`config.mk`:
```
export PLATFORM = sky130hd
export DESIGN_NAME = viterbi_acs_front_flat
export DESIGN_NICKNAME = d
export VERILOG_FILES = /design/src/rtl/viterbi_acs_front_if.sv /design/src/rtl/viterbi_acs_front.sv /design/src/flat_wrapper.sv
export SDC_FILE = /design/constraint.sdc
export NUM_CORES = 1
export LEC_CHECK = 0
export BUFFER_PORTS_ARGS = -buffer_cell sky130_fd_sc_hd__buf_4
export CORE_MARGIN = 2
export CORE_UTILIZATION = 40
export CTS_CLUSTER_DIAMETER = 150
export DETAILED_ROUTE_END_ITERATION = 7
export PLACE_DENSITY = 0.64
export RECOVER_POWER = 100
export SLEW_MARGIN = 0
export SYNTH_ARGS = -nofsm -noshare
export SYNTH_HDL_FRONTEND = slang
export SYNTH_SLANG_ARGS = --single-unit
export TNS_END_PERCENT = 100
```
`constraint.sdc`:
```
create_clock -name CLK -period 7.8 [get_ports CLK]
set_input_delay 1.56 -clock CLK [delete_from_list [all_inputs] [get_ports CLK]]
set_output_delay 1.56 -clock CLK [all_outputs]
set_load 0.01 [all_outputs]
```
`src/rtl/viterbi_acs_front_if.sv`:
```
// rtl/viterbi_acs_front_if.sv - symbol-in / frame-out bundle of the Viterbi ACS front end
interface viterbi_acs_front_if #(
   parameter int SW  = 8,
   parameter int PMW = 8
) ();
   logic           in_valid;
   logic           in_ready;
   logic [SW-1:0]  ra;
   logic [SW-1:0]  rb;
   logic           out_valid;
   logic           out_ready;
   logic [PMW-1:0] pm_s0;
   logic [PMW-1:0] pm_s1;
   logic [PMW-1:0] pm_s2;
   logic [PMW-1:0] pm_s3;
   logic [5:0]     surv_s0;
   logic [5:0]     surv_s1;
   logic [5:0]     surv_s2;
   logic [5:0]     surv_s3;
   logic [SW-1:0]  r7;
   logic [SW-1:0]  r8;

   modport master (
      output in_valid, ra, rb, out_ready,
      input  in_ready, out_valid, pm_s0, pm_s1, pm_s2, pm_s3,
             surv_s0, surv_s1, surv_s2, surv_s3, r7, r8
   );

   modport slave (
      input  in_valid, ra, rb, out_ready,
      output in_ready, out_valid, pm_s0, pm_s1, pm_s2, pm_s3,
             surv_s0, surv_s1, surv_s2, surv_s3, r7, r8
   );
endinterface

```
`src/rtl/viterbi_acs_front.sv`:
```
// rtl/viterbi_acs_front.sv - three-step 4-state ACS (K=3, 7/5) with fourth-pair capture
// Frame result is held until the final-stage decision block takes it.
module viterbi_acs_front #(
   parameter int SW  = 8,
   parameter int PMW = 8
) (
   input  logic               CLK,
   input  logic               RST_N,
   viterbi_acs_front_if.slave bus
);
   typedef enum logic {ST_ACC = 1'b0, ST_HOLD = 1'b1} state_t;

   localparam logic [PMW-1:0] PM_MAX = '1;

   function automatic logic [5:0] bit_cost(input logic exp_one, input logic [SW-1:0] r);
      return 6'((exp_one ? ~r : r) >> (SW - 6));
   endfunction

   function automatic logic [6:0] branch(input logic [1:0] c, input logic [SW-1:0] a,
                                         input logic [SW-1:0] b);
      return {1'b0, bit_cost(c[1], a)} + {1'b0, bit_cost(c[0], b)};
   endfunction

   function automatic logic [PMW-1:0] sat_add(input logic [PMW-1:0] pm, input logic [6:0] bm);
      logic [PMW:0] sum;
      sum = {1'b0, pm} + {{(PMW-6){1'b0}}, bm};
      return sum[PMW] ? PM_MAX : sum[PMW-1:0];
   endfunction

   function automatic logic [1:0] coded(input logic u, input logic p1, input logic p0);
      return {u ^ p1 ^ p0, u ^ p0};
   endfunction

   state_t         state_q, state_d;
   logic [1:0]     cnt_q, cnt_d;
   logic [PMW-1:0] pm_q [4];
   logic [PMW-1:0] pm_d [4];
   logic [PMW-1:0] acs_pm [4];
   logic [5:0]     surv_q [4];
   logic [5:0]     surv_d [4];
   logic [5:0]     acs_surv [4];
   logic [SW-1:0]  r7_q, r7_d;
   logic [SW-1:0]  r8_q, r8_d;

   // State {a,b} is reached from {b,0} and {b,1} with input a; the p0=0 predecessor wins ties.
   for (genvar g = 0; g < 4; g++) begin : g_acs
      localparam int A = g / 2;
      localparam int B = g % 2;
      localparam logic [1:0] P_LO = 2'(2 * B);
      localparam logic [1:0] P_HI = 2'(2 * B + 1);

      logic [1:0]     c_lo, c_hi;
      logic [PMW-1:0] cand_lo, cand_hi;
      logic           pick_hi;

      assign c_lo     = coded(1'(A), 1'(B), 1'b0);
      assign c_hi     = coded(1'(A), 1'(B), 1'b1);
      assign cand_lo  = sat_add(pm_q[P_LO], branch(c_lo, bus.ra, bus.rb));
      assign cand_hi  = sat_add(pm_q[P_HI], branch(c_hi, bus.ra, bus.rb));
      assign pick_hi  = cand_hi < cand_lo;
      assign acs_pm[g]   = pick_hi ? cand_hi : cand_lo;
      assign acs_surv[g] = pick_hi ? {surv_q[P_HI][3:0], c_hi} : {surv_q[P_LO][3:0], c_lo};
   end

   always_comb begin
      state_d = state_q;
      cnt_d   = cnt_q;
      pm_d    = pm_q;
      surv_d  = surv_q;
      r7_d    = r7_q;
      r8_d    = r8_q;
      case (state_q)
         ST_ACC: begin
            if (bus.in_valid) begin
               cnt_d = cnt_q + 2'd1;
               if (cnt_q == 2'd3) begin
                  r7_d    = bus.ra;
                  r8_d    = bus.rb;
                  state_d = ST_HOLD;
               end else begin
                  pm_d   = acs_pm;
                  surv_d = acs_surv;
               end
            end
         end
         ST_HOLD: begin
            if (bus.out_ready) begin
               state_d = ST_ACC;
               cnt_d   = 2'd0;
               for (int s = 0; s < 4; s++) begin
                  pm_d[s]   = (s == 0) ? '0 : PM_MAX;
                  surv_d[s] = '0;
               end
            end
         end
         default: state_d = ST_ACC;
      endcase
   end

   always_ff @(posedge CLK) begin
      if (!RST_N) begin
         state_q <= ST_ACC;
         cnt_q   <= 2'd0;
         for (int s = 0; s < 4; s++) begin
            pm_q[s]   <= (s == 0) ? '0 : PM_MAX;
            surv_q[s] <= '0;
         end
         r7_q <= '0;
         r8_q <= '0;
      end else begin
         state_q <= state_d;
         cnt_q   <= cnt_d;
         pm_q    <= pm_d;
         surv_q  <= surv_d;
         r7_q    <= r7_d;
         r8_q    <= r8_d;
      end
   end

   assign bus.in_ready  = (state_q == ST_ACC);
   assign bus.out_valid = (state_q == ST_HOLD);
   assign bus.pm_s0     = pm_q[0];
   assign bus.pm_s1     = pm_q[1];
   assign bus.pm_s2     = pm_q[2];
   assign bus.pm_s3     = pm_q[3];
   assign bus.surv_s0   = surv_q[0];
   assign bus.surv_s1   = surv_q[1];
   assign bus.surv_s2   = surv_q[2];
   assign bus.surv_s3   = surv_q[3];
   assign bus.r7        = r7_q;
   assign bus.r8        = r8_q;
endmodule
```
`src/flat_wrapper.sv`:
```
// flat-port wrapper written by rule: the top's interface ports become plain ports
module viterbi_acs_front_flat 
#(
   parameter int SW  = 8,
   parameter int PMW = 8
)
  (CLK, RST_N, bus_in_valid, bus_ra, bus_rb, bus_out_ready, bus_in_ready, bus_out_valid, bus_pm_s0, bus_pm_s1, bus_pm_s2, bus_pm_s3, bus_surv_s0, bus_surv_s1, bus_surv_s2, bus_surv_s3, bus_r7, bus_r8);
  viterbi_acs_front_if #(.SW(SW), .PMW(PMW)) bus_i ();
  input  logic CLK;
  input  logic RST_N;
  input wire logic [$bits(bus_i.in_valid)-1:0] bus_in_valid;
  input wire logic [$bits(bus_i.ra)-1:0] bus_ra;
  input wire logic [$bits(bus_i.rb)-1:0] bus_rb;
  input wire logic [$bits(bus_i.out_ready)-1:0] bus_out_ready;
  output wire logic [$bits(bus_i.in_ready)-1:0] bus_in_ready;
  output wire logic [$bits(bus_i.out_valid)-1:0] bus_out_valid;
  output wire logic [$bits(bus_i.pm_s0)-1:0] bus_pm_s0;
  output wire logic [$bits(bus_i.pm_s1)-1:0] bus_pm_s1;
  output wire logic [$bits(bus_i.pm_s2)-1:0] bus_pm_s2;
  output wire logic [$bits(bus_i.pm_s3)-1:0] bus_pm_s3;
  output wire logic [$bits(bus_i.surv_s0)-1:0] bus_surv_s0;
  output wire logic [$bits(bus_i.surv_s1)-1:0] bus_surv_s1;
  output wire logic [$bits(bus_i.surv_s2)-1:0] bus_surv_s2;
  output wire logic [$bits(bus_i.surv_s3)-1:0] bus_surv_s3;
  output wire logic [$bits(bus_i.r7)-1:0] bus_r7;
  output wire logic [$bits(bus_i.r8)-1:0] bus_r8;
  assign bus_i.in_valid = bus_in_valid;
  assign bus_i.ra = bus_ra;
  assign bus_i.rb = bus_rb;
  assign bus_i.out_ready = bus_out_ready;
  assign bus_in_ready = bus_i.in_ready;
  assign bus_out_valid = bus_i.out_valid;
  assign bus_pm_s0 = bus_i.pm_s0;
  assign bus_pm_s1 = bus_i.pm_s1;
  assign bus_pm_s2 = bus_i.pm_s2;
  assign bus_pm_s3 = bus_i.pm_s3;
  assign bus_surv_s0 = bus_i.surv_s0;
  assign bus_surv_s1 = bus_i.surv_s1;
  assign bus_surv_s2 = bus_i.surv_s2;
  assign bus_surv_s3 = bus_i.surv_s3;
  assign bus_r7 = bus_i.r7;
  assign bus_r8 = bus_i.r8;
  viterbi_acs_front #(.SW(SW), .PMW(PMW)) u_core (.CLK(CLK), .RST_N(RST_N), .bus(bus_i));
endmodule
```
# Word-level counts from Yosys, hierarchy flattened
# Index checks and enable logic that the tools add are counted.
# word_totals
n_memories	0
ram_bits	0
input_bits	20
regBits	75
out_inout_bits	74
latch_bits	0
rom_bits	0
word_cells	70
# op_classes
shifts	0
n_reduce_logical	3
order_cmp	4
n_eq_ne	4
div	0
bitwise_logic	3
n_addsub	13
mul	0
muxes	31
# ops
op	n
two-way mux 32 bit	3
two-way mux 8 bit	12
adder 8 x 7 -> 9 bit	8
two-way mux 24 bit	3
one-hot mux 32 bit (2 select lines)	1
one-hot mux 24 bit (2 select lines)	1
< comparator 8 bit	4
adder 6 x 6 -> 7 bit	4
two-way mux 6 bit	4
NOT 8 bit	2
inequality test 2 bit (second input constant)	3
AND reduction 3 bit	2
two-way mux 2 bit	2
one-hot mux 2 bit (2 select lines)	1
two-way mux 1 bit	3
adder 2 x 1 -> 2 bit (second input constant)	1
== test 2 bit (second input constant)	1
one-hot mux 1 bit (2 select lines)	1
AND reduction 2 bit	1
NOT 1 bit	1

# Depth between registers and ports, before layout
# depth
word_depth	9
mapped_depth	23
mapped_depth_nobuf	22

# Worst setup path after synthesis
# Ideal clock, no wire load.
# synth_path
path_kind	input to register
startpoint	in bus_rb[4]
endpoint	reg u_core.pm_q (netlist bit u_core.bus.pm_s3[0])
t_required_ns	7.681
setup_slack_ns	1.885
arrival_time_ns	5.796
stages	22
path_buffers	3
setup_time_ns	0.119
path_cell_list	inv_1 > ha_1 > clkbuf_1 > inv_1 > a21oi_1 > o21bai_1 > a21oi_1 > xor2_1 > ha_1 > a21oi_1 > a21boi_0 > o31ai_1 > buf_2 > o21ai_0 > ha_1 > a21o_1 > a21oi_1 > o21ai_0 > a221oi_1 > nand2_1 > buf_2 > o221a_2
# synth_between
elab_chain_cells	9
word_cells_on_any_way	12
cone_classes	add/sub (4); order compare (1); mux (6); bitwise (1)
# synth_lines
item	line_no	text
start, declared	flat_wrapper.sv:13	input wire logic [$bits(bus_i.rb)-1:0] bus_rb;
NOT 8 bit	n/a	
adder 6 x 6 -> 7 bit	viterbi_acs_front.sv:21	return {1'b0, bit_cost(c[1], a)} + {1'b0, bit_cost(c[0], b)};
adder 8 x 7 -> 9 bit	viterbi_acs_front.sv:26	sum = {1'b0, pm} + {{(PMW-6){1'b0}}, bm};
two-way mux 8 bit	viterbi_acs_front.sv:27	return sum[PMW] ? PM_MAX : sum[PMW-1:0];
< comparator 8 bit	viterbi_acs_front.sv:60	assign pick_hi = cand_hi < cand_lo;
two-way mux 8 bit (*)	viterbi_acs_front.sv:61	assign acs_pm[g] = pick_hi ? cand_hi : cand_lo;
two-way mux 32 bit (*)	viterbi_acs_front.sv:76	if (cnt_q == 2'd3) begin
two-way mux 32 bit (*)	viterbi_acs_front.sv:74	if (bus.in_valid) begin
one-hot mux 32 bit (2 select lines) (*)	viterbi_acs_front.sv:72	case (state_q)
end signal, assigned by index	viterbi_acs_front.sv:105	pm_q[s] <= (s == 0) ? '0 : PM_MAX;
end signal, assigned	viterbi_acs_front.sv:113	pm_q <= pm_d;
end, declared	viterbi_acs_front.sv:36	logic [PMW-1:0] pm_q [4];
# Mark *: on every way between the ends. The rest lies on a longest branch, timed or not. The select of a mux whose other input is x is not followed.
# A chain may end at the register's enable or synchronous reset.

# Final worst setup path
# layout_path
startpoint	in bus_rb[2]
endpoint	reg u_core.pm_q (netlist bit u_core.bus.pm_s0[5])
# Same word-level chain as after synthesis.

==> metrics <==
Initial Util=0.407; WL/cell=18.0 um; H-Tree Depth=3; Warnings, synthesis=0; post_cts resized=0; Post-Synth XOR/XNOR Area=0.0431; syn_nets=1,027; Seq cells post-synth=73; failing checks=max-capacitance violations, max-slew violations; Post-Route WL=21.4 mm; combinational family with the most area after synthesis=compound AO/OA/AOI/OAI gates; aggregate global routing overflow=0; post-synth top area share=0.200; Cell Area, Synth=0.00731 mm2; post-synthesis compound-gate area fraction=0.284; CTS tree=yes; CORE AREA=0.0180 mm2; register area share after synthesis=0.200; setup tns final=0 ns; Max-cap violations=1; fin cells=1,191; Top Ports=94; period utilization=0.863; routability cong.=0.888; Slew @ Worst Pin=1.71 ns; number of synthesized flops with an enable pin=0; multi-input combinational cell area=0.00550 mm2; vias=6,906; Post-synth top cells=ha_1, nand2_1, dfxtp_1, nor2_1; critical path startpoint category=input pin; vias per cell=5.80; Fin. Hold Viols=0; Max-slew headroom=-0.140; final setup margin=1.07 ns; Pins Over Slew Limit=22; clk buf depth=2; CTS buffer count=9; CP max FO=21; Yosys cell types=72; VDD IR max=0.219 mV; clk slew on worst S/H paths=0.06 ns; most frequent cell after synthesis=ha_1; number of fill cells=1,880; post-DP HPWL=16.9 mm; die area=0.0194 mm2; crit end category=flop; asr flop ratio synth=0; row cnt=49; Post-Synth Simple-Gate Area=0.194; Setup WS pre-CTS=1.13 ns; endpoints failing setup=0; Synth Area in Adders=0.213; Leakage=0.00334 uW; PortBufs=93; Worst Hold Class=reg -> reg; Worst EP arrival=6.97 ns; FMAX=0.149 GHz; mux share of post-synthesis cell area=0.0193; Reg area=0.00146 mm2; Primary FF master, synth=dfxtp_1; n_diodes=0; clk root buf=clkbuf_16; # DRC=0; status=finished with violations; drt first pass iters=5; Power Density=394 mW/mm2; worst skew pair latency=0.36 ns; unrepaired setup endpoints after global routing=no; Synth Instances=890; Final Skew=0.00890 ns; global-route usage over all layers=0.222; P&R area growth vs syn=11.2%; Die Wd=139 um; data required time of the critical path=8.04 ns; post-CTS setup buffer count=0; crit path kind=in -> reg; Die Y=139 um; Avg Inst Size Synth=8.22 um2; Min Clock Period, post-route=6.73 ns; CTS Hold Bufs=0; total power=3200 uW; CTS sink cnt=73; share of cells above drive strength 1=0.0696; final core utilization=0.453; number of global-route vias before repair=6,546; cell taking the most area after synthesis=dfxtp_1; placed cell count=1,176; DRT antenna net count=0; Starting DRT DRC Count=403; largest cells by area after synthesis=dfxtp_1, ha_1, nand2_1; antenna violations before repair=0; largest net degree at the start of global routing=37; Nets=1,095; first-pass GRT wire length=34.6 mm
## metrics by stage
stage	hold WS, ns	cell area, um2
finish	0.459	8130
CTS	0.455	8430
global placement	0.442	8110
detailed placement	0.444	8110
global route	0.485	8130
floorplan	0.473	7310
## registers in the layout (all words and copies together), names as in the netlist
register	cells
u_core.bus.pm_s0	8
u_core.bus.pm_s1	8
u_core.bus.pm_s2	8
u_core.bus.pm_s3	8
u_core.bus.r7	8
u_core.bus.r8	8
u_core.bus.surv_s1	6
u_core.bus.surv_s3	6
u_core.bus.surv_s0	5
u_core.bus.surv_s2	5
u_core.cnt_q	2
u_core.bus.out_valid	1
## cells by family after synthesis
logic type / count (synthesis)
buf+inv: 76
mux: 14
flops: 73
compound gates: 276
xor+xnor: 36
fa+ha+maj: 117
simple gates: 298
## placed cells by master, fill, tap and decap left out, types with 9 or more instances in the layout
master / n
a21oi_1: 34
clkbuf_16: 9
nand2b_1: 11
o21a_1: 9
ha_1: 105
buf_4: 18
nor3_1: 29
or3_1: 13
or2_2: 11
nand3_1: 36
nand2_1: 77
a21o_1: 26
o21ai_0: 42
o21bai_1: 20
dfxtp_1: 73
a211oi_1: 24
and3_1: 12
o211ai_1: 11
mux2i_1: 13
clkbuf_1: 78
inv_1: 36
xnor2_1: 22
fa_1: 12
nor2_1: 73
xor2_1: 14
a21boi_0: 20
## path summary, 6_finish.rpt
kind	slack, ns	cells after the start	to	startpoint
setup reg to reg	3.02	12	u_core.bus.pm_s0[5]	u_core.bus.pm_s1[0]
setup / recovery	1.07	20	u_core.bus.pm_s0[5]	bus_rb[2]
hold reg to reg	0.46	2	u_core.bus.r7[5]	u_core.bus.r7[5]
hold / removal	0.46	2	u_core.bus.r7[5]	u_core.bus.r7[5]
## cell type report
cell class	count	area share
Sequential cell	73	0.180
Clock buffer	9	0.0277
Tap cell	229	0.0352
Clock inverter	6	0.0112
Inverter	37	0.0171
Multi-Input combinational cell	741	0.676
Timing Repair Buffer	96	0.0526
## critical path: stages
cell,delay (ns)
clkbuf_1,0.16
inv_1,0.09
ha_1,0.24
fa_1,0.40
a21oi_1,0.16
nor2_1,0.05
nor2_1,0.15
nor2_1,0.05
o21ai_0,0.18
nand2b_1,0.12
ha_1,0.33
or2_2,0.32
and3_1,0.26
or2_2,0.31
ha_1,0.29
nand4_1,0.12
or3_1,0.38
o221ai_1,1.31
nand2_1,0.15
a32o_1,0.31
## report_power, final
| group | switching (uW) | internal, uW |
|---|---|---|
| Clock | 186 | 280 |
| Combinational | 1310 | 857 |
| Sequential | 115 | 453 |
| Total | 1610 | 1590 |
## per-layer routing
metal / track usage / wire, um
met1: 0.306 / 10200
met2: 0.352 / 9650
met3: 0.0463 / 1150
met4: 0.0617 / 435
met5: 0 / 0
Power figures use the tool's default switching activity.
